--- config.mk ---
export PLATFORM = sky130hd
export DESIGN_NAME = ldpc_llr_framer
export DESIGN_NICKNAME = d
export VERILOG_FILES = /design/src/rtl/ldpc_llr_framer.sv
export SDC_FILE = /design/constraint.sdc
export NUM_CORES = 1
export LEC_CHECK = 0
export BUFFER_PORTS_ARGS = -buffer_cell sky130_fd_sc_hd__buf_2
export CORE_MARGIN = 2
export CORE_UTILIZATION = 30
export DETAILED_ROUTE_END_ITERATION = 6
export MAX_ROUTING_LAYER = met4
export SETUP_SLACK_MARGIN = 0.1
export SLEW_MARGIN = 20
export SYNTH_ARGS = -nofsm -noshare
export SYNTH_HDL_FRONTEND = slang
export SYNTH_SLANG_ARGS = --single-unit
export TNS_END_PERCENT = 100
--- constraint.sdc ---
create_clock -name clk -period 4.9 [get_ports clk]
set_input_delay 0.735 -clock clk [delete_from_list [all_inputs] [get_ports clk]]
set_output_delay 0.735 -clock clk [all_outputs]
set_load 0.01 [all_outputs]
--- src/rtl/ldpc_llr_framer.sv ---
// ldpc_llr_framer
//   Upstream stage of ldpc_decoder. Collects N channel LLR samples from a
//   valid/ready stream into the decoder's packed lambda frame, strobes
//   lambda_valid for one cycle, then stalls until the decoder signals done.
//   Frame delineation is checked against in_last; malformed frames are
//   dropped with a one-cycle frame_err strobe.
//
// Configuration macro:
//   LDPC_LLR_SAT_EN  defined   : in_data saturated to the LLR_W signed range
//                    undefined : in_data truncated to its low LLR_W bits
//
// Ports:
//   clk           in   clock, rising edge
//   rst_n         in   asynchronous active-low reset
//   in_valid      in   input sample valid
//   in_ready      out  framer can accept a sample (FILL state)
//   in_data       in   LLR_IN_W signed sample
//   in_last       in   final sample of a frame
//   lambda_valid  out  1-cycle strobe, lambda holds a complete frame
//   lambda        out  N*LLR_W packed frame, LLR k at [k*LLR_W +: LLR_W]
//   dec_done      in   decoder finished current frame (honoured in WAIT only)
//   busy          out  frame issued, waiting for dec_done
//   frame_err     out  1-cycle strobe, malformed frame dropped
//   frame_cnt     out  CNT_W count of issued frames, wraps

module ldpc_llr_framer #(
  parameter int N        = 12,
  parameter int LLR_W    = 6,
  parameter int LLR_IN_W = 8,
  parameter int CNT_W    = 16
) (
  input  logic                 clk,
  input  logic                 rst_n,
  input  logic                 in_valid,
  output logic                 in_ready,
  input  logic [LLR_IN_W-1:0]  in_data,
  input  logic                 in_last,
  output logic                 lambda_valid,
  output logic [N*LLR_W-1:0]   lambda,
  input  logic                 dec_done,
  output logic                 busy,
  output logic                 frame_err,
  output logic [CNT_W-1:0]     frame_cnt
);

  localparam int IDX_W = (N > 1) ? $clog2(N) : 1;
  localparam logic [IDX_W-1:0] LAST_IDX = IDX_W'(N - 1);

  typedef enum logic [1:0] {
    S_FILL  = 2'd0,
    S_ISSUE = 2'd1,
    S_WAIT  = 2'd2
  } state_t;

  state_t               state_q;
  logic [IDX_W-1:0]     idx_q;
  logic                 drop_q;
  logic                 in_ready_q;
  logic                 lambda_valid_q;
  logic                 busy_q;
  logic                 frame_err_q;
  logic [CNT_W-1:0]     frame_cnt_q;
  logic [N*LLR_W-1:0]   lambda_q;
  logic [LLR_W-1:0]     sample_d;
  logic                 beat;

  // Width conversion of the incoming sample.
`ifdef LDPC_LLR_SAT_EN
  localparam logic signed [LLR_IN_W-1:0] SAT_MAX = LLR_IN_W'((2 ** (LLR_W - 1)) - 1);
  localparam logic signed [LLR_IN_W-1:0] SAT_MIN = LLR_IN_W'(-(2 ** (LLR_W - 1)));

  always_comb begin
    sample_d = in_data[LLR_W-1:0];
    if ($signed(in_data) > SAT_MAX) begin
      sample_d = SAT_MAX[LLR_W-1:0];
    end else if ($signed(in_data) < SAT_MIN) begin
      sample_d = SAT_MIN[LLR_W-1:0];
    end
  end
`else
  logic unused_in_msbs;
  assign unused_in_msbs = ^in_data;

  always_comb begin
    sample_d = in_data[LLR_W-1:0];
  end
`endif

  assign beat = in_valid && in_ready_q;

  always_ff @(posedge clk or negedge rst_n) begin
    if (!rst_n) begin
      state_q        <= S_FILL;
      idx_q          <= '0;
      drop_q         <= 1'b0;
      in_ready_q     <= 1'b1;
      lambda_valid_q <= 1'b0;
      busy_q         <= 1'b0;
      frame_err_q    <= 1'b0;
      frame_cnt_q    <= '0;
      lambda_q       <= '0;
    end else begin
      lambda_valid_q <= 1'b0;
      frame_err_q    <= 1'b0;
      case (state_q)
        S_FILL: begin
          if (beat) begin
            if (drop_q) begin
              // Overlong frame: swallow beats up to and including in_last.
              if (in_last) begin
                drop_q <= 1'b0;
              end
            end else begin
              for (int unsigned k = 0; k < N; k++) begin
                if (idx_q == IDX_W'(k)) begin
                  lambda_q[k*LLR_W +: LLR_W] <= sample_d;
                end
              end
              if (idx_q == LAST_IDX) begin
                idx_q <= '0;
                if (in_last) begin
                  state_q        <= S_ISSUE;
                  in_ready_q     <= 1'b0;
                  lambda_valid_q <= 1'b1;
                end else begin
                  frame_err_q <= 1'b1;
                  drop_q      <= 1'b1;
                end
              end else if (in_last) begin
                idx_q       <= '0;
                frame_err_q <= 1'b1;
              end else begin
                idx_q <= idx_q + 1'b1;
              end
            end
          end
        end
        S_ISSUE: begin
          frame_cnt_q <= frame_cnt_q + 1'b1;
          busy_q      <= 1'b1;
          state_q     <= S_WAIT;
        end
        S_WAIT: begin
          if (dec_done) begin
            busy_q     <= 1'b0;
            in_ready_q <= 1'b1;
            state_q    <= S_FILL;
          end
        end
        default: begin
          state_q    <= S_FILL;
          idx_q      <= '0;
          drop_q     <= 1'b0;
          busy_q     <= 1'b0;
          in_ready_q <= 1'b1;
        end
      endcase
    end
  end

  assign in_ready     = in_ready_q;
  assign lambda_valid = lambda_valid_q;
  assign lambda       = lambda_q;
  assign busy         = busy_q;
  assign frame_err    = frame_err_q;
  assign frame_cnt    = frame_cnt_q;

endmodule

==> metrics.yaml <==
sta:
  clock_skew_ns: 0.009865
  finalCritPeriodShare_pct: 43.88
  hold_viol: 0
  timing.fmax_mhz: 465.1
  slew_headroom_pct: 54.91
  setup_violations: 0
  rsz0062_at_grt: "false"
  final.min_clock_period_ns: 2.150
  drv_slew: 0
  worstMarginPinSlew_ns: 0.6764
  fin_setup_tns_ns: 0
  fin_ws_ns: 2.750
pwr:
  max-vdd-ir-drop_uv: 181.8
  power_density_nw_per_um2: 437.6
  total_leakage_power_nw: 2.754
  power_mw: 2.237
global_route:
  grt_max_degree: 53
  overflow: 0
  grt_pass1_wl_mm: 14.58
  antenna_found_initial: 0
  gr-usage-all-layers_pct: 13.75
  first_global_vias: 2541
worst_hold_path:
  hp-class: "in2async"
floorplanning:
  dieWidth_um: 121.3
  chipHeight_um: 121.3
  die-area_um2: 14710
  io_pins: 105
  start_util_pct: 30.92
  num_rows: 42
  core_area_um2: 13350
routing:
  drtPass1Iterations: 4
  vias: 2646
  wire_per_inst_um: 16.47
  ant_nets: 0
  drtIter0Drc: 131
  drcViolationCount: 0
  wl_mm: 9.518
  viasPerCell: 4.578
synthesis:
  yosysSeqAreaShare_pct: 60.05
  synthCells: 294
  yosys-top-cells-count: "98 x dfrtp_1, 74 x mux2_2, 19 x nand2_1"
  synth-edff-count: 0
  ys.flop_type: "dfrtp_1"
  ys_ff_latch: 99
  yosysMostFrequentCell: "dfrtp_1"
  async_flop_share_pct: 100.0
  synth_top_cell_by_area: "dfrtp_1"
  synthTopCellsByArea: "dfrtp_1 59%, mux2_2 20%, ha_1 3.0%"
  syn-cell-area_um2: 4128
  postSynthAreaPerCell_um2: 14.04
  netlist.area_leader.share_pct: 59.41
  synth.distinct_cells: 35
  synth_warnings: 0
  syn_nets: 317
setup_path:
  cp.required_ns: 5.12
  path_class: "reg2reg"
  cp-start-kind: "flop"
  cp-end-kind: "flop"
  crit_path_cell_trace: "inv_1 > ha_1 > nand3_4 > nor2b_1 > mux2_2"
  critical_path.max_fanout: 9
  crit_slowest_cell: "nor2b_1"
  cp_top_family: "simple AND/OR/NAND/NOR gates"
  crit_path_max_incr_delay_ns: 0.52
  critPathArrivalTime_ns: 2.37
  crit_buf_inv: 1
place:
  post-dp-hpwl_mm: 6.719
  gp_congestion: 0.7624
  port-buffer-count: 102
  pre_cts_slack_ns: 2.623
clocking:
  cts_num_sinks: 99
  cts_hold_buf: 0
  clk_pin_slew_ns: 0.07
  cts_tree: "yes"
  post-cts-setup-buffers: 0
  numCtsBuffers: 9
  cts.repair.resized: 0
  cts_buffer_depth: 2
  cts_root_buf: "clkbuf_16"
  clock_latency_ns: 0.34
  cts.htree.levels: 3
layout:
  num_antenna_cells: 0
  multi_input_area_um2: 1584
  nNetsFinal: 420
  final-seq-area_um2: 2479
  utilization_pct: 38.30
  nFillCells: 1303
  layout-drive-gt1-share_pct: 50.25
  syn_to_final_growth_pct: 23.86
outcome:
  status: "complete, no violations"
run:
  drv_cap: 0
-- layer usage --
layer	vias up	wire length, um	global-route usage, %
met3	14	350	2.444
met4	0	197	6.609
li1	1235	-	-
met1	1340	4396	17.95
met5	-	0	-
met2	57	4573	20.79
-- cell usage in the layout (no fill, tap or decap), drive strengths merged, types with 4 or more instances in the layout --
cell type,n
nor3,5
buf,103
a21oi,4
nand4,5
nand3,7
nor2,8
xnor2,6
ha,10
dfrtp,98
mux2,74
nand2,19
xor2,10
and3,5
clkbuf,11
inv,5
nor2b,5
-- stage by stage --
| stage | hold WS (ns) | std cells | area, um2 |
|---|---|---|---|
| 6_report | 0.4240 | 578 | 5112 |
| 5_1_grt | 0.4890 | 578 | 5112 |
| 4_1_cts | 0.4557 | 578 | 5112 |
| 3_5_place_dp | 0.4580 | 562 | 4822 |
| 3_3_place_gp | 0.4502 | 562 | 4822 |
| 2_1_floorplan | 0.4394 | 294 | 4128 |
-- final timing paths --
kind	startpoint	to	slack [ns]	cells past startpoint
hold / removal	rst_n	frame_cnt[0]	0.42	1
setup reg to reg	state_q[0]	lambda[34]	2.75	5
setup / recovery	state_q[0]	lambda[34]	2.75	5
hold reg to reg	frame_cnt[15]	frame_cnt[15]	0.47	1
min in group clk	frame_cnt[15]	frame_cnt[15]	0.47	1
max in group asynchronous	rst_n	lambda[43]	3.41	2
-- area by class of cell --
type | instances | share of cell area, %
Clock inverter | 5 | 0.7342
Timing Repair Buffer | 103 | 10.18
Sequential cell | 99 | 48.48
Clock buffer | 11 | 4.944
Multi-Input combinational cell | 179 | 30.98
Inverter | 5 | 0.3671
Tap cell | 176 | 4.307
-- cell families (layout without fill, tap and decap cells) --
| group | Yosys count | count (layout) | share of synthesized area (%) |
|---|---|---|---|
| flip-flops | 99 | 99 | 60.05 |
| multiplexers | 75 | 75 | 20.43 |
| AND/OR/NAND/NOR | 63 | 63 | 8.760 |
| XOR/XNOR | 16 | 16 | 3.395 |
| buffers and inverters | 16 | 124 | 1.576 |
| AO/OA/AOI/OAI | 15 | 15 | 2.758 |
| adder cells (fa/ha/maj) | 10 | 10 | 3.031 |
-- state kept, by name, indices dropped and copies added (netlist names) --
name          flops
frame_err         1
drop_q            1
lambda           72
busy              1
frame_cnt        16
in_ready          1
lambda_valid      1
idx_q             4
state_q           2
-- where the power goes --
group | total, mW | switching, mW | internal, mW
logic | 0.518 | 0.272 | 0.246
registers | 1.04 | 0.0773 | 0.963
clock network | 0.679 | 0.306 | 0.373
total | 2.24 | 0.655 | 1.58
No activity file was read; power rests on OpenSTA's default activity.
